===== config.mk =====
export PLATFORM = sky130hd
export DESIGN_NAME = ip_route_table
export DESIGN_NICKNAME = d
export VERILOG_FILES = /design/src/rtl/route_pkg.sv /design/src/rtl/route_entry_match.sv /design/src/rtl/ip_route_table.sv
export SDC_FILE = /design/constraint.sdc
export NUM_CORES = 1
export LEC_CHECK = 0
export CELL_PAD_IN_SITES_DETAIL_PLACEMENT = 1
export CELL_PAD_IN_SITES_GLOBAL_PLACEMENT = 2
export CORE_MARGIN = 1
export CORE_UTILIZATION = 43
export CTS_BUF_LIST = sky130_fd_sc_hd__clkbuf_8
export CTS_CLUSTER_SIZE = 14
export DETAILED_ROUTE_END_ITERATION = 8
export HOLD_SLACK_MARGIN = 0.1
export MAX_ROUTING_LAYER = met4
export PLACE_DENSITY_LB_ADDON = 0.1
export SYNTH_ARGS = -nofsm -noshare
export SYNTH_HDL_FRONTEND = slang
export SYNTH_HIERARCHICAL = 1
export SYNTH_SLANG_ARGS = --single-unit

===== constraint.sdc =====
create_clock -name clk -period 8.8 [get_ports clk]
set_clock_uncertainty 0.2 [all_clocks]
set_input_delay 1.76 -clock clk [delete_from_list [all_inputs] [get_ports clk]]
set_output_delay 1.76 -clock clk [all_outputs]
set_load 0.01 [all_outputs]

===== src/rtl/route_pkg.sv =====
// Shared types and helpers for the IPv4 route lookup engine.
// Latency: n/a (types, constants and a pure function only).
// Backpressure: n/a.
package route_pkg;

    typedef enum logic [1:0] {
        ST_IDLE = 2'd0,
        ST_SCAN = 2'd1,
        ST_RESP = 2'd2
    } route_state_t;

    localparam int PREFIX_W = 32;
    localparam int LEN_W    = 6;

    localparam logic [LEN_W-1:0] MAX_LEN = 6'd32;

    // Network mask for a prefix length; anything at or above 32 is a host route.
    function automatic logic [PREFIX_W-1:0] prefix_mask(input logic [LEN_W-1:0] len);
        logic [PREFIX_W-1:0] m;
        if (len >= MAX_LEN) begin
            m = '1;
        end else begin
            m = ~({PREFIX_W{1'b1}} >> len);
        end
        return m;
    endfunction

endpackage


===== src/rtl/route_entry_match.sv =====
// Compares one route entry against the looked-up address and the current best.
// Latency: combinational.
// Backpressure: none.
module route_entry_match
    import route_pkg::*;
(
    input  logic [PREFIX_W-1:0] i_dest_ip,
    input  logic                i_valid,
    input  logic [PREFIX_W-1:0] i_prefix,
    input  logic [LEN_W-1:0]    i_len,
    input  logic                i_best_hit,
    input  logic [LEN_W-1:0]    i_best_len,
    output logic                o_take
);

    logic [PREFIX_W-1:0] w_mask;
    logic                w_match;

    // Match on masked prefix; only a strictly longer match displaces the best, so ties keep the lower index.
    always_comb begin
        w_mask  = prefix_mask(i_len);
        w_match = i_valid && ((i_dest_ip & w_mask) == (i_prefix & w_mask));
        o_take  = w_match && (!i_best_hit || (i_len > i_best_len));
    end

endmodule


===== src/rtl/ip_route_table.sv =====
// Longest-prefix IPv4 route lookup, one table entry examined per clock.
// Latency: fixed TABLE_DEPTH+1 cycles from request strobe to one-cycle response strobe.
// Backpressure: none; requests arriving while busy are ignored, config writes are never stalled.
module ip_route_table
    import route_pkg::*;
#(
    parameter  int NUM_INTERFACES   = 3,
    parameter  int RX_INTERFACE_NUM = 0,
    parameter  int TABLE_DEPTH      = 8,
    localparam int PW = (NUM_INTERFACES > 1) ? $clog2(NUM_INTERFACES) : 1,
    localparam int AW = $clog2(TABLE_DEPTH)
)(
    input  logic                clk,
    input  logic                rst,
    input  logic                i_ft_hdr_valid,
    input  logic [47:0]         i_ft_dest_mac,
    input  logic [47:0]         i_ft_src_mac,
    input  logic [31:0]         i_ft_dest_ip,
    input  logic [31:0]         i_ft_source_ip,
    output logic                o_ft_resp_valid,
    output logic [PW-1:0]       o_ft_resp,
    output logic                o_ft_drop_packet,
    input  logic                i_cfg_wr_en,
    input  logic [AW-1:0]       i_cfg_addr,
    input  logic                i_cfg_valid,
    input  logic [31:0]         i_cfg_prefix,
    input  logic [5:0]          i_cfg_prefix_len,
    input  logic [PW-1:0]       i_cfg_port,
    input  logic                i_cfg_drop,
    output logic                o_busy,
    output logic [15:0]         o_drop_count
);

    localparam logic [AW-1:0] LAST_IDX = AW'(TABLE_DEPTH - 1);
    localparam logic [PW-1:0] RX_PORT  = PW'(RX_INTERFACE_NUM);
    localparam logic [PW:0]   NUM_IF_W = (PW+1)'(NUM_INTERFACES);

    // Route table held in flops so reset can invalidate every entry.
    logic                r_ent_valid  [TABLE_DEPTH];
    logic [PREFIX_W-1:0] r_ent_prefix [TABLE_DEPTH];
    logic [LEN_W-1:0]    r_ent_len    [TABLE_DEPTH];
    logic [PW-1:0]       r_ent_port   [TABLE_DEPTH];
    logic                r_ent_drop   [TABLE_DEPTH];

    route_state_t        r_state;
    route_state_t        w_state_nxt;
    logic [AW-1:0]       r_idx;
    logic [PREFIX_W-1:0] r_dest_ip;
    logic                r_bcast;
    logic                r_best_hit;
    logic [LEN_W-1:0]    r_best_len;
    logic [PW-1:0]       r_best_port;
    logic                r_best_drop;

    logic                r_resp_valid;
    logic [PW-1:0]       r_resp;
    logic                r_drop_pkt;
    logic [15:0]         r_drop_count;

    logic                w_take;
    logic                w_last;
    logic                w_fin_hit;
    logic [PW-1:0]       w_fin_port;
    logic                w_fin_drop;
    logic                w_drop;

    // Source addresses are carried on the header bus but play no part in routing.
    logic w_unused_inputs;
    assign w_unused_inputs = ^{i_ft_src_mac, i_ft_source_ip};

    // Control-plane writes land in the table the cycle after the strobe, in any state.
    always_ff @(posedge clk) begin
        if (rst) begin
            for (int i = 0; i < TABLE_DEPTH; i++) begin
                r_ent_valid[i]  <= 1'b0;
                r_ent_prefix[i] <= '0;
                r_ent_len[i]    <= '0;
                r_ent_port[i]   <= '0;
                r_ent_drop[i]   <= 1'b0;
            end
        end else if (i_cfg_wr_en) begin
            r_ent_valid[i_cfg_addr]  <= i_cfg_valid;
            r_ent_prefix[i_cfg_addr] <= i_cfg_prefix;
            r_ent_len[i_cfg_addr]    <= (i_cfg_prefix_len > MAX_LEN) ? MAX_LEN : i_cfg_prefix_len;
            r_ent_port[i_cfg_addr]   <= i_cfg_port;
            r_ent_drop[i_cfg_addr]   <= i_cfg_drop;
        end
    end

    route_entry_match u_match (
        .i_dest_ip  (r_dest_ip),
        .i_valid    (r_ent_valid[r_idx]),
        .i_prefix   (r_ent_prefix[r_idx]),
        .i_len      (r_ent_len[r_idx]),
        .i_best_hit (r_best_hit),
        .i_best_len (r_best_len),
        .o_take     (w_take)
    );

    // State register.
    always_ff @(posedge clk) begin
        if (rst) begin
            r_state <= ST_IDLE;
        end else begin
            r_state <= w_state_nxt;
        end
    end

    // Next-state: accept in IDLE, walk every entry once, then a single response cycle.
    always_comb begin
        w_state_nxt = r_state;
        case (r_state)
            ST_IDLE: if (i_ft_hdr_valid) w_state_nxt = ST_SCAN;
            ST_SCAN: if (r_idx == LAST_IDX) w_state_nxt = ST_RESP;
            ST_RESP: w_state_nxt = ST_IDLE;
            default: w_state_nxt = ST_IDLE;
        endcase
    end

    // Latch the request in IDLE and track the longest match while scanning.
    always_ff @(posedge clk) begin
        if (rst) begin
            r_idx       <= '0;
            r_dest_ip   <= '0;
            r_bcast     <= 1'b0;
            r_best_hit  <= 1'b0;
            r_best_len  <= '0;
            r_best_port <= '0;
            r_best_drop <= 1'b0;
        end else begin
            case (r_state)
                ST_IDLE: begin
                    if (i_ft_hdr_valid) begin
                        r_dest_ip  <= i_ft_dest_ip;
                        r_bcast    <= (i_ft_dest_ip == 32'hFFFF_FFFF) ||
                                      (i_ft_dest_mac == 48'hFFFF_FFFF_FFFF);
                        r_best_hit <= 1'b0;
                        r_idx      <= '0;
                    end
                end
                ST_SCAN: begin
                    if (w_take) begin
                        r_best_hit  <= 1'b1;
                        r_best_len  <= r_ent_len[r_idx];
                        r_best_port <= r_ent_port[r_idx];
                        r_best_drop <= r_ent_drop[r_idx];
                    end
                    r_idx <= r_idx + AW'(1);
                end
                default: ;
            endcase
        end
    end

    // Fold the last entry into the verdict so the response can be registered on entry to RESP.
    always_comb begin
        w_last     = (r_state == ST_SCAN) && (r_idx == LAST_IDX);
        w_fin_hit  = r_best_hit | w_take;
        w_fin_port = w_take ? r_ent_port[r_idx] : r_best_port;
        w_fin_drop = w_take ? r_ent_drop[r_idx] : r_best_drop;
        w_drop     = r_bcast || !w_fin_hit || w_fin_drop ||
                     (w_fin_port == RX_PORT) || ({1'b0, w_fin_port} >= NUM_IF_W);
    end

    // Registered response, zero outside the response cycle; saturating drop counter.
    always_ff @(posedge clk) begin
        if (rst) begin
            r_resp_valid <= 1'b0;
            r_resp       <= '0;
            r_drop_pkt   <= 1'b0;
            r_drop_count <= '0;
        end else begin
            r_resp_valid <= w_last;
            r_resp       <= (w_last && !w_drop) ? w_fin_port : '0;
            r_drop_pkt   <= w_last && w_drop;
            if (w_last && w_drop && (r_drop_count != 16'hFFFF)) begin
                r_drop_count <= r_drop_count + 16'd1;
            end
        end
    end

    assign o_ft_resp_valid  = r_resp_valid;
    assign o_ft_resp        = r_resp;
    assign o_ft_drop_packet = r_drop_pkt;
    assign o_drop_count     = r_drop_count;
    assign o_busy           = (r_state != ST_IDLE);

endmodule


Yosys cells after proc, flatten, opt, wreduce, memory -nomap -nowiden
Memories as Yosys holds them, arrays and structs flattened. A register that Yosys moved wholly into a read port is not among the register bits.
Index checks and enable logic that the tools add are counted.
{ "totals": {"ff_bits": 68, "mem_bits_rw": 336, "mem_count": 5} }
{ "mem_list": {"columns": ["memory", "depth", "word_bits", "rd", "rd_clocked_by_memory_dff", "wr", "line", "rtl"], "rows": [
  ["r_ent_prefix", 8, 32, 1, 1, 8, "ip_route_table.sv:40", "logic [PREFIX_W-1:0] r_ent_prefix [TABLE_DEPTH];"],
  ["r_ent_len", 8, 6, 1, 1, 8, "ip_route_table.sv:41", "logic [LEN_W-1:0] r_ent_len [TABLE_DEPTH];"],
  ["r_ent_port", 8, 2, 1, 1, 8, "ip_route_table.sv:42", "logic [PW-1:0] r_ent_port [TABLE_DEPTH];"],
  ["r_ent_drop", 8, 1, 1, 1, 8, "ip_route_table.sv:43", "logic r_ent_drop [TABLE_DEPTH];"],
  ["r_ent_valid", 8, 1, 1, 1, 8, "ip_route_table.sv:39", "logic r_ent_valid [TABLE_DEPTH];"]
]} }
{ "op_classes": {"n_addsub": 2, "magnitude_cmp": 4, "n_eq_ne": 9, "shift": 1, "n_mux": 42, "bitwise_logic": 5, "reduce_logical": 30} }
{ "ops": {"columns": ["cell", "n"], "rows": [
  ["$and A32 B32 Y32", 2],
  ["$mux W32", 2],
  ["$eq A48 B48 Y1 const B", 1],
  ["$mux W3", 16],
  ["$eq A32 B32 Y1", 1],
  ["$eq A32 B32 Y1 const B", 1],
  ["$not A32 Y32", 1],
  ["$reduce_or A32 Y1", 1],
  ["$shr A32 B6 Y32 const A", 1],
  ["$add A16 B1 Y16 const B", 1],
  ["$ne A16 B16 Y1 const B", 1],
  ["$mux W1", 15],
  ["$mux W6", 2],
  ["$mux W2", 4],
  ["$reduce_and A2 Y1", 4],
  ["$ge A6 B6 Y1 const B", 1],
  ["$gt A6 B6 Y1", 1],
  ["$gt A6 B6 Y1 const B", 1],
  ["$logic_and A1 B1 Y1", 6],
  ["$logic_or A1 B1 Y1", 6],
  ["$ne A2 B2 Y1 const B", 3],
  ["$pmux W3 S2", 1],
  ["$reduce_or A6 Y1", 1],
  ["$logic_not A2 Y1", 2],
  ["13 further kinds", 18]
]} }

Depth between registers and ports, before layout
Gate-level depths: netlist of the first run.
{ "logic_depth": {"ltp_word": 17, "depth_mapped": 20, "depth_no_buf": 15} }

By module
Netlist of the first run, hierarchy kept.
{ "modules_own_cells": {"columns": ["module", "instances", "cells_each", "area_per_inst_um2", "seq_area_each_um2"], "rows": [
  ["ip_route_table", 1, 1282, 17949.7, 11511.0],
  ["route_entry_match", 1, 128, 865.8, 0.0]
]} }

Worst setup path before layout of the first run
OpenSTA, ideal clock, no wires.
{ "synth_timing": {"path_type": "register to register", "start": "register (tool-made name)", "end": "register r_drop_count[3] (netlist: o_drop_count[3])", "t_arrival_ps": 4832, "required_ps": 8477, "setup_slack_ps": 3645, "path_stages_with_launch": 20, "n_path_buf": 6, "period_less_slack_ps": 5155, "cell_sequence": "dfxtp_1 -> buf_6 -> buf_6 -> buf_2 -> buf_1 -> mux4_2 -> mux2_2 -> xor2_1 -> maj3_1 -> a21oi_1 -> o22ai_1 -> o22ai_1 -> and4b_1 -> clkbuf_1 -> mux2i_1 -> xor2_1 -> and2_4 -> buf_6 -> nor4b_1 -> mux2_1"} }
{ "synth_rtl": {"columns": ["item", "line", "rtl"], "rows": [
  ["end signal: assignment", "ip_route_table.sv:177", "r_drop_count <= r_drop_count + 16'd1;"],
  ["end: declaration", "ip_route_table.sv:58", "logic [15:0] r_drop_count;"]
]} }

==> impl_metrics.tcl, run 1 <==
set metrics [dict create \
    status "finished clean" \
    synth_common_cells "336 x edfxtp_1, 225 x and3_1, 97 x nand2_1" \
    rsz0062_at_grt "false" \
    synth.most_common_cell "edfxtp_1" \
    cp.required_ns 9.13 \
    worst_path_max_delay_cell "buf_4" \
    clock_latency_ns 0.65 \
    grtUsageMet3 0.0480 \
    netSwitchingFraction 0.252 \
    cp_slowest_stage_delay_ns 0.63 \
    setup_viol 0 \
    routed_wirelength_um 51900 \
    yosysTopAreaCellShare 0.536 \
    start_util 0.437 \
    num_vias 12100 \
    gp_routability_congestion 0.806 \
    arrival_ns 5.77 \
    die_y_um 211 \
    synth_area_leaders "edfxtp_1 54%, mux4_2 9.7%, dfxtp_1 7.6%, and3_1 7.5%, mux2_2 2.7%" \
    p_int_w 0.00322 \
    rr_endpoint "o_drop_count[5]$_SDFFE_PP0P_" \
    rows 76 \
    syn-instance-count 1410 \
    use_met2 0.412 \
    synthesis.area_mm2 0.0188 \
    ys.flop_type "edfxtp_1" \
    route.detailed.drc 0 \
    min_path_cells 2 \
    overflow 0 \
    grt_usage 0.245 \
    htree_levels 3 \
    layout_min_cycle_time_ns 5.45 \
    wl_per_cell_um 23.9 \
    cp_max_fo 32 \
    critPathCaptureType "register" \
    total_leakage_power_nw 8.26 \
    clkTransAtPathRegs_ns 0.06 \
    synth_edf_count 336 \
    mappedNetlistNets 1628 \
    synth_cell_types 56 \
    reg2regPathDepth 14 \
    post_cts_buffers 0 \
    numPortBuffers 149 \
    core_mm2 0.0431 \
    dieArea_mm2 0.0446 \
    hp-start "r_best_port[1]$_SDFFE_PP0P_" \
    tightest_slew_ns 1.08 \
    tritoncts "built" \
    dr.pass1.iters 4 \
    power.switching_w 0.00108 \
    max_slew_margin 0.276 \
    top_usage_layer "met2" \
    combPwrFrac 0.100 \
    max_freq_mhz 184 \
    drive_gt1_frac 0.158 \
    post_cts_resized 0 \
    clockBufferDepth 3 \
    grt_use_met1 0.303 \
    hpwl_um 29600 \
    final.setup.tns_ns 0 \
    grt_max_degree 85 \
    ys_seq_elements 407 \
    r2r_setup_slack_ns 3.35 \
    synthArstFlopShare 0 \
    worstPathCellList "buf_4 -> mux4_2 -> mux2_2 -> xor2_1 -> maj3_1 -> a21oi_1 -> o22ai_1 -> o22ai_1 -> and4b_1 -> mux2i_1 -> xor2_1 -> and2_4 -> nor4_1 -> mux2_1" \
    holdCritPathClass "register to register" \
    maxSlewViolCount 0 \
    vias_per_cell 5.57 \
    cts_root_buffer "clkbuf_8" \
    ir_drop_mv 0.131 \
    boundaryPins 230 \
    p_total_w 0.00431 \
    crit_path_start_kind "register" \
    p_clk_frac 0.382 \
    synth-seq-area-share 0.612 \
    timing_worst_setup_path_type "register to register" \
    synthToLayoutAreaGrowth_pct 17.4 \
    seqPwrFrac 0.519 \
    antenna_found_initial 1 \
    grt_pass1_wl_um 78100 \
    postRouteAntennaNets 0 \
    die_w_um 211 \
    placed_cell_area_mm2 0.0208 \
    first_iter_violations 707 \
    nets 1750 \
    yosysWarnings 6 \
    critPathBufInv 1 \
    cts_buffers 73 \
    hold_end "r_best_port[1]$_SDFFE_PP0P_" \
    numClockSinks 407 \
    grt_pass1_vias 13100 \
    period_share 0.619 \
    cp_top_family "multiplexers" \
    p_per_area_mw_per_mm2 195 \
    max-cap-violations 0 \
    synth_top_area_cell "edfxtp_1" \
    hold_viol 0 \
    syn_area_per_cell_um2 13.3 \
    ctsHoldBuffers 0 \
    fin_area_mm2 0.0221 \
]
flip-flops by register name, indices dropped and copies added (netlist names), named ones only:
signal            flops
r_ent_prefix        256
r_ent_len            48
r_dest_ip            32
o_drop_count         16
r_ent_port           16
r_ent_drop            8
r_ent_valid           8
r_best_len            6
r_idx                 3
o_ft_resp             2
r_best_port           2
r_state               2
o_ft_drop_packet      1
o_ft_resp_valid       1
r_bcast               1
r_best_drop           1
r_best_hit            1
layout by cell type, fill, tap and decap left out, types with 6 or more instances in the layout:
cell type,n
mux4_2,81
o21ai_0,9
and2_1,77
nor4_1,10
xor2_1,23
nand2b_1,9
nand3_1,16
dfxtp_1,68
a21oi_1,54
edfxtp_1,336
nor2_1,80
clkbuf_8,77
mux2_2,45
nand2_1,97
buf_4,12
xnor2_1,11
ha_1,9
mux2_1,12
nor3_1,11
nor2b_1,10
clkinv_1,19
o31ai_1,6
and3_1,224
nand4_1,25
clkinv_2,7
inv_1,35
nand2b_4,8
or4_1,7
clkdlybuf4s50_1,148
worst reg2reg max path, stage by stage, from the launching register on:
cell	delay [ns]
dfxtp_4	0.57
buf_4	0.64
mux4_2	0.60
mux2_2	0.32
xor2_1	0.20
maj3_1	0.37
a21oi_1	0.15
o22ai_1	0.10
o22ai_1	0.23
and4b_1	0.48
mux2i_1	0.33
xor2_1	0.13
and2_4	0.25
nor4_1	0.41
mux2_1	0.35
area by class of cell:
class                      count  area [um2]
fill                        4317       21000
sequential                   407       11500
multi-input combinational    876        6880
timing repair buffer         161        1580
clock buffer                  77        1060
tap                          585         732
clock inverter                54         264
inverter                      13        48.8
antenna                        1        2.50
cell families after synthesis:
kind of cell	after synthesis	synth area share
xor+xnor	34	0.0158
simple gates	591	0.172
buf+inv	127	0.0276
flops	407	0.612
compound gates	95	0.0296
mux	143	0.135
fa+ha+maj	13	0.00811
power groups by stage:
stage | sequential, W | clock [W] | combinational [W]
after floorplan | 0.00225 | 0 | 0.000255
after global placement | 0.00227 | 0 | 0.000428
after detailed placement | 0.00227 | 0 | 0.000433
after CTS | 0.00224 | 0.00168 | 0.000436
after global routing | 0.00224 | 0.00175 | 0.000462
final | 0.00223 | 0.00164 | 0.000428
how the worst max path moves through the flow:
stage | endpoint | slack [ns] | cells after the start
2_1_floorplan | o_drop_count[3]$_SDFFE_PP0P_ | 3.64 | 19
3_3_place_gp | o_drop_count[5]$_SDFFE_PP0P_ | 3.38 | 14
3_5_place_dp | o_drop_count[5]$_SDFFE_PP0P_ | 3.34 | 14
4_1_cts | o_drop_count[5]$_SDFFE_PP0P_ | 3.34 | 14
5_1_grt | o_drop_count[9]$_SDFFE_PP0P_ | 3.09 | 14
6_report | o_drop_count[5]$_SDFFE_PP0P_ | 3.35 | 14
routing by layer:
metal,vias to the layer above,part of all wire
li1,5573,-
met1,6154,0.44
met2,308,0.50
met3,85,0.048
met4,0,0.018
met5,-,0
metrics by stage:
stage	std cells	setup WS (ns)	utilization	hold WS (ns)
after floorplan	1410	3.64	-	0.236
after global placement	2042	3.38	0.482	0.242
after detailed placement	2042	3.34	0.482	0.256
after CTS	2173	3.34	0.513	0.264
after global routing	2174	3.09	0.513	0.291
final	2174	3.35	0.513	0.262
Power figures use the tool's default switching activity.
==> inputs of run 2 (changes only) <==
--- a/config.mk
+++ b/config.mk
@@ -8,7 +8,7 @@
 export CELL_PAD_IN_SITES_DETAIL_PLACEMENT = 1
 export CELL_PAD_IN_SITES_GLOBAL_PLACEMENT = 2
 export CORE_MARGIN = 1
-export CORE_UTILIZATION = 43
+export CORE_UTILIZATION = 36
 export CTS_BUF_LIST = sky130_fd_sc_hd__clkbuf_8
 export CTS_CLUSTER_SIZE = 14
 export DETAILED_ROUTE_END_ITERATION = 8
==> constraint.sdc (replaced) <==
create_clock -name clk -period 4.7 [get_ports clk]
set_clock_uncertainty 0.2 [all_clocks]
set_input_delay 0.94 -clock clk [delete_from_list [all_inputs] [get_ports clk]]
set_output_delay 0.94 -clock clk [all_outputs]
set_load 0.01 [all_outputs]
==> impl_metrics.tcl, run 2 (synthesized netlist as in run 1, its figures left out) <==
set metrics [dict create \
    status "finished clean" \
    placed_cell_area_mm2 0.0215 \
    drive_gt1_frac 0.205 \
    numPortBuffers 149 \
    cts_root_buffer "clkbuf_8" \
    die_w_um 231 \
    rsz0062_at_grt "true" \
    max_slew_margin 0.243 \
    r2r_setup_slack_ns 0.13 \
    cp_max_fo 9 \
    largest_register_ffs 256 \
    clock_latency_ns 0.65 \
    layout_setup_ws_ns 0.128 \
    core_mm2 0.0515 \
    grt_pass1_vias 13500 \
    timing_worst_setup_path_type "register to register" \
    setup_viol 0 \
    cp.required_ns 5.07 \
    clkTransAtPathRegs_ns 0.05 \
    overflow 0 \
    total_leakage_power_nw 8.67 \
    final_common_cell "edfxtp_1" \
    grt_max_degree 112 \
    holdCritPathClass "register to register" \
    top_regs "r_ent_prefix x256, r_ent_len x48, r_dest_ip x32" \
    p_total_w 0.00824 \
    final_cell_mix "336 x edfxtp_1, 225 x and3_1, 148 x clkdlybuf4s50_1, 97 x nand2_1, 83 x clkbuf_8" \
    tightest_slew_ns 1.13 \
    boundaryPins 230 \
    rows 83 \
    place_inst 2194 \
    num_vias 12500 \
    top_register "r_ent_prefix" \
    crit_path_start_kind "register" \
    postRouteAntennaNets 0 \
    nets 1822 \
    routed_wirelength_um 56500 \
    die_y_um 231 \
    htree_levels 3 \
    antenna_found_initial 2 \
    grt_pass1_wl_um 84500 \
    arrival_ns 4.94 \
    grt_usage 0.222 \
    maxSlewViolCount 0 \
    vias_per_cell 5.35 \
    dp_slack_ns -0.0276 \
    dieArea_mm2 0.0532 \
    critPathCaptureType "register" \
    p_per_area_mw_per_mm2 357 \
    fin_area_mm2 0.0231 \
    first_iter_violations 790 \
    hpwl_um 34900 \
    layout_min_cycle_time_ns 4.57 \
    wl_per_cell_um 24.1 \
    final.setup.tns_ns 0 \
    route.detailed.drc 0 \
    gp_routability_congestion 0.827 \
    numClockSinks 407 \
    period_share 0.973 \
    start_util 0.365 \
    synthToLayoutAreaGrowth_pct 22.7 \
    clockBufferDepth 3 \
    hold_viol 0 \
    cts_buffers 76 \
    dr.pass1.iters 5 \
    ir_drop_mv 0.208 \
    max_freq_mhz 219 \
    final_cells 2339 \
    tritoncts "built" \
    max-cap-violations 0 \
]
## run 2: path summary, 6_finish.rpt
path | depth (start not counted) | endpoint | start
worst min-delay path | 2 | r_best_drop$_SDFFE_PP0P_ | r_best_drop$_SDFFE_PP0P_
worst min register to register | 2 | r_best_drop$_SDFFE_PP0P_ | r_best_drop$_SDFFE_PP0P_
worst max-delay path | 15 | o_drop_count[10]$_SDFFE_PP0P_ | register
worst max register to register | 15 | o_drop_count[10]$_SDFFE_PP0P_ | register
## run 2: metrics by stage
| step | utilization | hold slack, ns |
|---|---|---|
| floorplan | - | 0.236 |
| global placement | 0.417 | 0.246 |
| detailed placement | 0.417 | 0.248 |
| CTS | 0.444 | 0.255 |
| global route | 0.448 | 0.267 |
| finish | 0.448 | 0.260 |
## run 2: timing repair
action,in CTS,in global routing
buffers inserted,1,10
endpoints found under the setup margin,1,16
pin swaps,0,1
cloned,0,1
hold buffers,0,0
gates resized for setup,0,20
## run 2: critical path, stage by stage (launching register included)
cell and delay, ns:
dfxtp_4 0.38, buf_12 0.16, mux4_2 0.53, mux2_4 0.32
or2_4 0.28, or3_1 0.34, a211oi_2 0.23, a2bb2oi_1 0.18
nand3_1 0.09, and4b_1 0.30, buf_4 0.16, mux2i_4 0.25
xor2_1 0.13, and2_2 0.29, or4_1 0.52, a21oi_1 0.14
## run 2: report_power, final
part	switching [W]	internal (W)	total, W
Sequential	0.0000648	0.00410	0.00417
Clock	0.00153	0.00162	0.00314
Combinational	0.000506	0.000417	0.000922
Total	0.00210	0.00614	0.00824
## run 2: layout make-up
cell class	instances	area (um2)
diodes	2	5.00
clock buffers	83	1140
clock inverters	48	214
fillers	5289	28400
inverters	13	48.8
multi-input cells	877	6930
flip-flops and latches	407	11500
well taps	680	851
repair buffers	229	2380
## run 2: layer usage
layer / vias up / track usage / part of all wire
met5: - / - / 0
met4: 0 / 0.0660 / 0.018
met3: 64 / 0.0354 / 0.045
met2: 292 / 0.366 / 0.49
met1: 6457 / 0.282 / 0.45
li1: 5700 / - / -
==> inputs of run 3 (changes only) <==
--- a/config.mk
+++ b/config.mk
@@ -7,11 +7,11 @@
 export LEC_CHECK = 0
 export CELL_PAD_IN_SITES_DETAIL_PLACEMENT = 1
 export CELL_PAD_IN_SITES_GLOBAL_PLACEMENT = 2
-export CORE_MARGIN = 1
 export CORE_UTILIZATION = 36
 export CTS_BUF_LIST = sky130_fd_sc_hd__clkbuf_8
 export CTS_CLUSTER_SIZE = 14
 export DETAILED_ROUTE_END_ITERATION = 8
+export GPL_TIMING_DRIVEN = 0
 export HOLD_SLACK_MARGIN = 0.1
 export MAX_ROUTING_LAYER = met4
 export PLACE_DENSITY_LB_ADDON = 0.1
==> impl_metrics.tcl, run 3 (synthesized netlist as in run 1, its figures left out) <==
set metrics [dict create \
    numPortBuffers 149 \
    top_regs "r_ent_prefix x256, r_ent_len x48, r_dest_ip x32" \
    p_per_area_mw_per_mm2 354 \
    wl_per_cell_um 25.3 \
    total_leakage_power_nw 8.81 \
    clkTransAtPathRegs_ns 0.06 \
    overflow 0 \
    max_freq_mhz 212 \
    regArea_mm2 0.0115 \
    rr_endpoint "o_drop_count[7]$_SDFFE_PP0P_" \
    dieArea_mm2 0.0532 \
    top_register "r_ent_prefix" \
    hold_viol 0 \
    numClockSinks 407 \
    tritoncts "built" \
    cts_buffers 76 \
    rsz0062_at_grt "true" \
    num_vias 12900 \
    grt_use_met1 0.307 \
    fill_cells 5338 \
    ctsHoldBuffers 0 \
    cp.required_ns 5.04 \
    timing_worst_setup_path_type "register to register" \
    antenna_cells 0 \
    first_iter_violations 921 \
    clockBufferDepth 3 \
    ir_drop_mv 0.185 \
    r2r_setup_slack_ns -0.01 \
    cts_root_buffer "clkbuf_8" \
    postRouteAntennaNets 0 \
    final.setup.tns_ns -0.00979 \
    layout_setup_ws_ns -0.00979 \
    use_met2 0.389 \
    cp_max_fo 6 \
    route.detailed.drc 0 \
    rows 83 \
    placed_cell_area_mm2 0.0213 \
    max_slew_margin 0.223 \
    crit_path_start_kind "register" \
    htree_levels 3 \
    grtUsageMet3 0.0404 \
    largest_register_ffs 256 \
    grt_max_degree 43 \
    boundaryPins 230 \
    period_share 1.00 \
    final_common_cell "edfxtp_1" \
    arrival_ns 5.05 \
    top_usage_layer "met2" \
    layout_min_cycle_time_ns 4.71 \
    antenna_found_initial 0 \
    core_mm2 0.0515 \
    tightest_slew_ns 1.16 \
    max-cap-violations 0 \
    synthToLayoutAreaGrowth_pct 25.2 \
    grt_pass1_vias 14000 \
    vias_per_cell 5.36 \
    p_total_w 0.00834 \
    fin_area_mm2 0.0236 \
    grt_pass1_wl_um 89900 \
    dr.pass1.iters 5 \
    reg2regPathDepth 17 \
    hpwl_um 39900 \
    start_util 0.365 \
    routed_wirelength_um 61100 \
    critPathCaptureType "register" \
    crit_end "o_drop_count[7]$_SDFFE_PP0P_" \
    holdCritPathClass "register to register" \
    multi_input_area_mm2 0.00724 \
    nets 1887 \
    status "complete, but fails checks" \
    die_w_um 231 \
    drive_gt1_frac 0.201 \
    dp_slack_ns -1.52 \
    final_cell_mix "336 x edfxtp_1, 225 x and3_1, 149 x clkdlybuf4s50_1, 97 x nand2_1, 85 x clkbuf_8" \
    hp-start "r_best_drop$_SDFFE_PP0P_" \
    violations "setup timing" \
    gp_routability_congestion 0.786 \
    grt_usage 0.239 \
    maxSlewViolCount 0 \
    clock_latency_ns 0.66 \
    die_y_um 231 \
    setup_viol 1 \
]
[run 3: changes by cell type in the layout (fill, tap and decap cells not counted), moves of 8 or more]
| cell | before | now |
|---|---|---|
| buf_12 | 19 | 10 |
| buf_4 | 56 | 30 |
| clkbuf_1 | 0 | 82 |
| inv_1 | 31 | 42 |
| mux2_2 | 42 | 34 |
| mux2_4 | 4 | 16 |
[run 3: power by group]
part	internal (W)	total [W]	leakage [nW]	switching, W
Combinational	0.000443	0.000994	4.20	0.000550
Clock	0.00163	0.00317	0.817	0.00154
Sequential	0.00411	0.00418	3.80	0.0000690
Total	0.00618	0.00834	8.81	0.00216
[run 3: metrics by stage]
step                       util  hold WS, ns  cells
after global routing      0.457        0.276   2411
final                     0.457        0.259   2411
after CTS                 0.452        0.261   2403
after global placement    0.411        0.242   2239
after detailed placement  0.413        0.253   2240
after floorplan               -        0.236   1410
[run 3: metal layers]
metal  share of wire  wire length, um
met5               0                0
met4           0.019             1170
met3           0.054             3320
met2            0.49            29700
met1            0.44            26900
[run 3: cell type report]
class,instances,share of cell area
multi-input combinational,876,0.307
clock buffer,83,0.0485
clock inverter,57,0.0104
tap,680,0.0361
inverter,13,0.00207
timing repair buffer,184,0.0776
sequential,407,0.489
buffer,111,0.0295
[run 3: what timing repair did]
item,CTS,global route
resized for setup,94,55
pin swaps,13,11
hold endpoints to repair,0,0
setup buffers,23,9
endpoints found under the setup margin,29,19
gates cloned,2,1
[run 3: worst min-delay path by stage]
stage / to / slack (ns) / depth (start not counted)
detailed placement: r_best_drop$_SDFFE_PP0P_ / 0.25 / 2
global route: r_best_drop$_SDFFE_PP0P_ / 0.28 / 2
finish: r_best_drop$_SDFFE_PP0P_ / 0.26 / 2
floorplan: r_best_drop$_SDFFE_PP0P_ / 0.24 / 2
global placement: r_best_drop$_SDFFE_PP0P_ / 0.24 / 2
CTS: r_best_drop$_SDFFE_PP0P_ / 0.26 / 2
[run 3: worst max-delay path: stages, from the launching register on]
cell,delay (ns)
dfxtp_2,0.34
buf_12,0.14
buf_12,0.14
mux4_2,0.49
mux2_4,0.30
buf_8,0.12
or2_4,0.25
o21bai_4,0.18
a221o_1,0.35
nor4_2,0.32
and4b_2,0.31
buf_8,0.13
mux2i_4,0.26
xor2_2,0.10
and2_4,0.20
buf_12,0.14
nor4_4,0.29
mux2_4,0.33
